[src/rtl/seg_scan_driver.sv]
// seg_scan_driver: multiplexed common-anode 7-segment scanner with double-buffered digit data.
// Latency: seg_n/an_n are registered, one cycle behind the prescaler/index state.
// Backpressure: none; load is a fire-and-forget strobe, the last load before a frame boundary wins.
module seg_scan_driver #(
  parameter int NUM_DIGITS = 4,
  parameter int SCAN_DIV   = 1000,
  parameter int GUARD      = 16,
  parameter int BLINK_DIV  = 64
) (
  input  logic                    clk,
  input  logic                    rst_n,
  input  logic [4*NUM_DIGITS-1:0] digits_in,
  input  logic [NUM_DIGITS-1:0]   blank_in,
  input  logic [NUM_DIGITS-1:0]   blink_in,
  input  logic [NUM_DIGITS-1:0]   dp_in,
  input  logic                    load,
  output logic [7:0]              seg_n,
  output logic [NUM_DIGITS-1:0]   an_n,
  output logic                    frame_start,
  output logic                    blink_phase,
  output logic                    update_pending
);

  localparam int PW = (SCAN_DIV > 1) ? $clog2(SCAN_DIV) : 1;
  localparam int IW = (NUM_DIGITS > 1) ? $clog2(NUM_DIGITS) : 1;
  localparam int FW = (BLINK_DIV > 1) ? $clog2(BLINK_DIV) : 1;

  localparam logic [PW-1:0] PRE_LAST  = PW'(SCAN_DIV - 1);
  localparam logic [PW-1:0] GUARD_END = PW'(GUARD);
  localparam logic [IW-1:0] IDX_LAST  = IW'(NUM_DIGITS - 1);
  localparam logic [FW-1:0] FRM_LAST  = FW'(BLINK_DIV - 1);

  // Everything the view logic hands over in one load, kept together so both buffers move as a unit.
  typedef struct packed {
    logic [4*NUM_DIGITS-1:0] digits;
    logic [NUM_DIGITS-1:0]   blank;
    logic [NUM_DIGITS-1:0]   blink;
    logic [NUM_DIGITS-1:0]   dp;
  } dispBuf_t;

  logic [PW-1:0]         prescaler;
  logic [IW-1:0]         digitIdx;
  logic [FW-1:0]         frameCnt;
  dispBuf_t              inBuf;
  dispBuf_t              pendBuf;
  dispBuf_t              activeBuf;
  logic                  slotEnd;
  logic                  frameWrap;
  logic [3:0]            curDigit;
  logic                  curBlank;
  logic                  curBlink;
  logic                  curDp;
  logic [NUM_DIGITS-1:0] anSel;

  // Segment patterns for 0-F, active low, order {g,f,e,d,c,b,a}.
  function automatic logic [6:0] decodeHex(input logic [3:0] val);
    logic [6:0] pat;
    case (val)
      4'h0: pat = 7'h40;
      4'h1: pat = 7'h79;
      4'h2: pat = 7'h24;
      4'h3: pat = 7'h30;
      4'h4: pat = 7'h19;
      4'h5: pat = 7'h12;
      4'h6: pat = 7'h02;
      4'h7: pat = 7'h78;
      4'h8: pat = 7'h00;
      4'h9: pat = 7'h10;
      4'hA: pat = 7'h08;
      4'hB: pat = 7'h03;
      4'hC: pat = 7'h46;
      4'hD: pat = 7'h21;
      4'hE: pat = 7'h06;
      default: pat = 7'h0E;
    endcase
    return pat;
  endfunction

  assign inBuf = '{digits: digits_in, blank: blank_in, blink: blink_in, dp: dp_in};

  assign slotEnd   = (prescaler == PRE_LAST);
  assign frameWrap = slotEnd && (digitIdx == IDX_LAST);

  // Slot timing: prescaler sweeps one digit slot, index steps to the next digit after terminal count.
  always_ff @(posedge clk or negedge rst_n) begin
    if (!rst_n) begin
      prescaler <= '0;
      digitIdx  <= '0;
    end else if (slotEnd) begin
      prescaler <= '0;
      digitIdx  <= frameWrap ? '0 : digitIdx + IW'(1);
    end else begin
      prescaler <= prescaler + PW'(1);
    end
  end

  // Frame pulse coincides with the index wrapping to 0; the frame counter paces the blink phase.
  always_ff @(posedge clk or negedge rst_n) begin
    if (!rst_n) begin
      frame_start <= 1'b0;
      frameCnt    <= '0;
      blink_phase <= 1'b0;
    end else begin
      frame_start <= frameWrap;
      if (frameWrap) begin
        if (frameCnt == FRM_LAST) begin
          frameCnt    <= '0;
          blink_phase <= ~blink_phase;
        end else begin
          frameCnt <= frameCnt + FW'(1);
        end
      end
    end
  end

  // Double buffer: loads land in pending, which is promoted only in the frame_start cycle so a frame
  // never mixes old and new digits. A load in that same cycle goes straight through to active.
  always_ff @(posedge clk or negedge rst_n) begin
    if (!rst_n) begin
      pendBuf        <= '0;
      activeBuf      <= '0;
      update_pending <= 1'b0;
    end else if (frame_start) begin
      if (load) begin
        pendBuf        <= inBuf;
        activeBuf      <= inBuf;
        update_pending <= 1'b0;
      end else if (update_pending) begin
        activeBuf      <= pendBuf;
        update_pending <= 1'b0;
      end
    end else if (load) begin
      pendBuf        <= inBuf;
      update_pending <= 1'b1;
    end
  end

  // Pick out the attributes of the digit currently being scanned and its one-hot anode.
  always_comb begin
    curDigit = activeBuf.digits[{digitIdx, 2'b00} +: 4];
    curBlank = activeBuf.blank[digitIdx];
    curBlink = activeBuf.blink[digitIdx];
    curDp    = activeBuf.dp[digitIdx];
    anSel    = '0;
    anSel[digitIdx] = 1'b1;
  end

  // Pin drivers: all dark during the guard window so the previous digit's segments cannot ghost onto
  // the next anode; hidden digits keep their anode slot so the duty cycle of the others is unchanged.
  always_ff @(posedge clk or negedge rst_n) begin
    if (!rst_n) begin
      seg_n <= 8'hFF;
      an_n  <= '1;
    end else if (prescaler < GUARD_END) begin
      seg_n <= 8'hFF;
      an_n  <= '1;
    end else begin
      an_n <= ~anSel;
      if (curBlank || (curBlink && blink_phase)) begin
        seg_n <= 8'hFF;
      end else begin
        seg_n <= {~curDp, decodeHex(curDigit)};
      end
    end
  end

endmodule

[config.mk]
export PLATFORM = sky130hd
export DESIGN_NAME = seg_scan_driver
export DESIGN_NICKNAME = d
export VERILOG_FILES = /design/src/rtl/seg_scan_driver.sv
export SDC_FILE = /design/constraint.sdc
export NUM_CORES = 1
export LEC_CHECK = 0
export BUFFER_PORTS_ARGS = -buffer_cell sky130_fd_sc_hd__buf_2
export CORE_ASPECT_RATIO = 1.25
export CORE_MARGIN = 1.5
export CORE_UTILIZATION = 52
export CTS_CLUSTER_DIAMETER = 30
export CTS_CLUSTER_SIZE = 8
export DETAILED_ROUTE_END_ITERATION = 8
export PLACE_DENSITY = 0.75
export RECOVER_POWER = 25
export SYNTH_ARGS = -nofsm -noshare
export SYNTH_HDL_FRONTEND = slang
export SYNTH_SLANG_ARGS = --single-unit
[constraint.sdc]
create_clock -name clk -period 2.18 [get_ports clk]
set_input_delay 0.218 -clock clk [delete_from_list [all_inputs] [get_ports clk]]
set_output_delay 0.218 -clock clk [all_outputs]
set_load 0.005 [all_outputs]
# Word-level counts from Yosys, hierarchy flattened
# Memories as Yosys holds them, arrays and structs flattened.
# Cells that the tools add are included.
[totals]
memories = 1
wordCells = 56
mem_bits_ro = 112
input_bits = 31
register_bits = 89
[mem_list]
columns = ["memory", "words", "word_bits", "rd", "rd_ports_with_merged_regs", "write_ports", "line_no", "source"]
rows = [
  ["(name not given)", 16, 7, 1, 0, 0, "58", "case (val)"],
]
[op_classes]
shifts = 1
eq_ne = 3
add_sub_neg = 3
mux = 18
order_cmp = 3
bitwise = 3
n_reduce_logical = 8
[ops]
columns = ["operator", "n"]
rows = [
  ["$mux 28", 2],
  ["$mux 8", 2],
  ["$shiftx 16x5->4", 1],
  ["$add 10x1->10 const B", 1],
  ["$eq 10x10->1 const B", 1],
  ["$lt 10x5->1 const B", 1],
  ["$mux 10", 1],
  ["$add 6x1->6 const B", 1],
  ["$bmux 1 s2", 3],
  ["$eq 6x6->1 const B", 1],
  ["$mux 1", 6],
  ["$mux 6", 1],
  ["$mux 4", 1],
  ["$not 4->4", 1],
  ["$reduce_and 2->1", 2],
  ["$reduce_bool 2->1", 2],
  ["$logic_and 1x1->1", 3],
  ["$lt 2x3->1 const B", 1],
  ["$add 2x1->2 const B", 1],
  ["$demux 1 s2", 1],
  ["$eq 2x2->1 const B", 1],
  ["$ge 2x1->1 const B", 1],
  ["$mux 2", 1],
  ["$not 1->1", 2],
  ["$logic_or 1x1->1", 1],
]

# Logic depth before layout (Yosys ltp)
[logic_depth]
ltp_word = 6
mapped_depth = 7

# Least setup slack after synthesis
# Ideal clock, no wire load.
[synth_path]
path_type = "flip-flop to flip-flop"
from = "reg digitIdx[0]"
to = "reg seg_n[0]"
setup_ps = 91
setup_slack_ps = 109
path_buffers = 1
stages_incl_launch_ff = 7
t_arrival_ps = 1980
required_time_ps = 2089
path_cell_list = "dfrtp_1 buf_6 mux4_1 ha_1 or3_1 a21oi_1 o31ai_1"
[synth_via]
elab_chain_len = 6
[synth_rtl]
columns = ["item", "line_no", "source"]
rows = [
  ["start: declaration", "42", "logic [IW-1:0] digitIdx;"],
  ["start signal: assignment", "91", "digitIdx <= frameWrap ? '0 : digitIdx + IW'(1);"],
  ["branches (longest 4 deep; another with $mem_v2 16x7)", "--", ""],
  ["$mux 8 (*)", "159", "if (curBlank || (curBlink && blink_phase)) begin"],
  ["$mux 8 (*)", "154", "end else if (prescaler < GUARD_END) begin"],
  ["end signal: assignment", "162", "seg_n <= {~curDp, decodeHex(curDigit)};"],
  ["end: declaration", "17", "output logic [7:0] seg_n,"],
]
# Every way passes the cells marked *. The select of a mux whose other input is x is not followed.
# A chain may end at the register's enable or synchronous reset.

# Final worst setup path
# Same ends and word-level chain as after synthesis.

==> Implementation_results.wiki <==
{| class="wikitable"
! Metric !! Value
|-
| Status || finished clean
|-
| Vias after detailed routing || between 2,000 and 2,500
|-
| Worst setup slack after layout || around 0.18 ns
|-
| Routed wire length || a little over 7000 um
|-
| Sum of buffers and inverters on the critical path || 0
|-
| Global router's overall resource usage || 0.1981
|-
| Buffer cell driving the clock tree root || clkbuf_8
|-
| Final core area utilization || 0.6150
|-
| Transition time of the tightest slew-check pin || roughly 0.99 ns
|-
| Worst-case hold path end point || pendBuf[2]
|-
| Final estimated routing congestion in global placement || 0.8348
|-
| Synthesized netlist cell count || about 290
|-
| Total negative slack || 0 ns
|-
| Setup Slack @ Placement || 0.1301 ns
|-
| Count of max-cap constraint violations || 0
|-
| Number of placed cells counting well taps || 424
|-
| Total of flip-flops plus latches after synthesis || 89
|-
| Clock Skews || about 0.011 ns
|-
| Area delta synth->final || 13.87%
|-
| Top FF cell, synth || dfrtp_1
|-
| Width of the die || 81.42 um
|-
| Area of the mapped netlist || ~4000 um2
|-
| Portion of the post-synthesis area used by sequential elements || 0.5609
|-
| Maximum number of pins on one net before global-route repair || between 40 and 50
|-
| Synth area leaders || dfrtp_1 (48%), mux2_2 (17%), dfstp_2 (7.9%)
|-
| Fmax || around 500 MHz
|-
| Arrival time of the worst setup path || 2.26 ns
|-
| Post-Synthesis Net Count || 330
|-
| Setup crit end kind || flip-flop
|-
| Total power density per cell area || 643.8 nW/um2
|-
| Instance count along the most critical hold path || 2
|-
| Share of Yosys cell area claimed by the top area cell type || 0.4820
|-
| Critical path type || flip-flop to flip-flop
|-
| Layout cell share with drive strength beyond 1 || 0.3983
|-
| Final max-slew violation count || 0
|-
| Delay of the slowest critical-path stage || 0.58 ns
|-
| Total setup buffers inserted after CTS || 0
|-
| Vias per std cell || about 5.6
|-
| Startpoint types || flip-flop
|-
| Global-route wire length before repair || 12,030 um
|-
| Switching power share of the total || 0.2315
|-
| Area of the multi-input gates || ~1600 um2
|-
| Relative slew slack || 0.3420
|-
| DRC viols || 0
|-
| Setup violation total in the final timing report || 0
|-
| IO Port Bufs || 45
|-
| DRC marker count from the first detailed-route iteration || 123
|-
| Filler cell count || between 500 and 600
|-
| # diodes || 0
|-
| Total power after layout || 2.931 mW
|-
| Average size of a mapped cell || 13.93 um2
|-
| Final worst-path cycle share || 0.9176
|-
| TritonCTS Buffers || 9
|-
| Start point of the worst min-delay path || dp_in[2]
|-
| Clock tree sinks || 89
|-
| Cell family with the largest share of critical-path delay || multiplexers
|-
| List of cells traversed by the critical path || mux4_2 -> ha_1 -> or3_1 -> a21oi_1 -> o31ai_1
|-
| Placement row count || 35
|-
| Worst path slowest cell || mux4_2
|-
| Area used by sequential logic in the layout || around 2200 um2
|-
| Clock transition time at the flip-flop clock pins of the worst setup and hold paths || ~0.090 ns
|-
| Cell taking the most area after synthesis || dfrtp_1
|-
| Sequential fraction of design power || 0.585
|-
| H-tree Lvls || 3
|-
| Sw Pwr || 0.6785 mW
|-
| Number of antenna violations at the first check in global routing || 0
|-
| Largest fanout on the critical path || 5
|-
| Comb power frac || 0.050
|-
| Routed Antenna Nets || 0
|-
| Count of placed standard cells in the final layout, fillers left out || 441
|-
| Setup repair after global routing missed its margin || no
|-
| Post-synth EDFFs || 0
|-
| Number of cells on the worst reg-to-reg path || 5
|-
| Synthesis Warnings || 0
|-
| Initial standard-cell utilization of the core || 0.5402
|-
| Clock share of power || 0.365
|-
| TritonCTS clock tree || built
|-
| Via count of the first global-routing pass || 2,534
|-
| Die Height || roughly 100 um
|-
| Hold Violations, Final || 0
|-
| Number of different library cells in the post-synthesis netlist || 47
|-
| Startpoint of the worst-slack reg-to-reg timing path || digitIdx[0]
|-
| Final #Nets || 387
|-
| Wire length per cell || ~16 um
|-
| # IOs || 46
|-
| Leakage component of the power || 2.162 nW
|-
| Share of flip-flops with an asynchronous set or reset || 1.000
|-
| Worst R2R End || seg_n[0]
|-
| Dpl hpwl || 5224 um
|-
| Int Pwr || 2.252 mW
|-
| Max Root-Sink Buffers || 2
|-
| Worst-Skew Late Latency || between 0.3 and 0.4 ns
|-
| Core Region || 7401 um2
|-
| Min Clock Period, post-route || 2.000 ns
|-
| Residual overflow from global routing || 0
|-
| R2R Setup Slk || 0.18 ns
|-
| Drt first pass iters || 4
|-
| Kind of path behind the tightest hold check || primary input to flip-flop
|-
| Die area || 8226 um2
|-
| Peak ir drop on the vdd network || 0.3375 mV
|-
| Required time worst endpoint || approximately 2.4 ns
|}
==> cells in the final DEF (no fill, tap or decap), types with 3 or more instances in the layout <==
master | Yosys | routed
ha_1 | 12 | 12
xor2_1 | 10 | 10
buf_4 | 0 | 8
a21oi_1 | 7 | 7
mux2_1 | 0 | 12
buf_2 | 6 | 43
and2_1 | 4 | 4
nand3_1 | 5 | 5
mux2_2 | 60 | 48
and4_1 | 3 | 3
clkbuf_1 | 1 | 3
mux2i_1 | 5 | 5
xnor2_1 | 4 | 4
and3_1 | 4 | 4
nand4_1 | 4 | 4
nor2_1 | 13 | 13
clkbuf_8 | 0 | 11
nand2_1 | 13 | 13
dfstp_2 | 12 | 12
inv_1 | 6 | 6
dfrtp_1 | 77 | 77
mux4_2 | 3 | 5
==> final cells by class <==
cell class	instances	share of cell area
clock buffer	11	0.03326
clock inverter	5	0.008521
multi-input combinational	181	0.3620
inverter	7	0.008796
timing repair buffer	56	0.06954
tap	92	0.02529
sequential	89	0.4926
==> logic make-up (layout without fill, tap and decap cells) <==
logic type | count (synthesis) | after routing | share of synthesized area
buf+inv | 17 | 79 | 0.02504
simple gates | 57 | 57 | 0.07574
flops | 89 | 89 | 0.5609
fa+ha+maj | 12 | 12 | 0.03756
mux | 73 | 73 | 0.2275
xor+xnor | 14 | 14 | 0.03067
compound gates | 25 | 25 | 0.04257
==> synthesized netlist by cell type, types with 2 or more instances <==
cell	n
nand3_1	5
mux4_1	3
inv_1	6
nand3b_1	2
dfrtp_1	77
nand4_1	4
xnor2_1	4
a21o_1	2
and4_1	3
and3_1	4
buf_6	2
xor2_1	10
mux4_2	3
o311ai_1	2
nor2_1	13
buf_2	6
mux2_2	60
o221ai_1	2
or3_1	2
mux2i_1	5
ha_1	12
a21oi_1	7
and2_1	4
dfstp_2	12
nand2_1	13
o21ai_0	2
nor3_1	2
==> metrics by stage <==
stage	hold slack, ns	instance area [um2]
final	0.1081	4552
after global routing	0.09788	4552
after CTS	0.09710	4568
after detailed placement	0.1718	4368
after global placement	0.1661	4368
after floorplan	-0.07759	3998
==> power groups by stage <==
stage	sequential [mW]	combinational [mW]	clock [mW]
6_report	1.71	0.146	1.07
5_1_grt	1.72	0.165	1.17
4_1_cts	1.72	0.159	1.09
3_5_place_dp	1.75	0.158	0
3_3_place_gp	1.74	0.153	0
2_1_floorplan	1.74	0.0724	0
==> sequential cells by signal (all words and copies together) (netlist names) <==
| signal | cells |
|---|---|
| activeBuf | 28 |
| an_n | 4 |
| blink_phase | 1 |
| digitIdx | 2 |
| frameCnt | 6 |
| frame_start | 1 |
| pendBuf | 28 |
| prescaler | 10 |
| seg_n | 8 |
| update_pending | 1 |
==> worst max path at each step <==
stage                           start  endpoint  depth (start not counted)  slack, ns
after global routing      digitIdx[0]  seg_n[0]                          7       0.03
after global placement    digitIdx[0]  seg_n[0]                          5       0.19
final                     digitIdx[0]  seg_n[0]                          5       0.18
after floorplan           digitIdx[0]  seg_n[0]                          6       0.11
after detailed placement  digitIdx[0]  seg_n[0]                          5       0.13
after CTS                 digitIdx[0]  seg_n[0]                          5       0.11
==> what timing repair did <==
| action | in CTS | in global routing |
|---|---|---|
| endpoints found under the hold margin | 20 | 0 |
| hold buffers | 1 | 0 |
| gates resized for setup | 0 | 2 |
| setup endpoints to repair | 0 | 1 |
==> layer usage <==
layer  up-vias  share of wire  GRT usage
met3        12          0.031    0.04344
met1      1256           0.43     0.2375
li1       1144              -          -
met4         0          0.020    0.08488
met5         -              0          0
met2        45           0.52     0.3382
No activity file was read; power rests on OpenSTA's default activity.
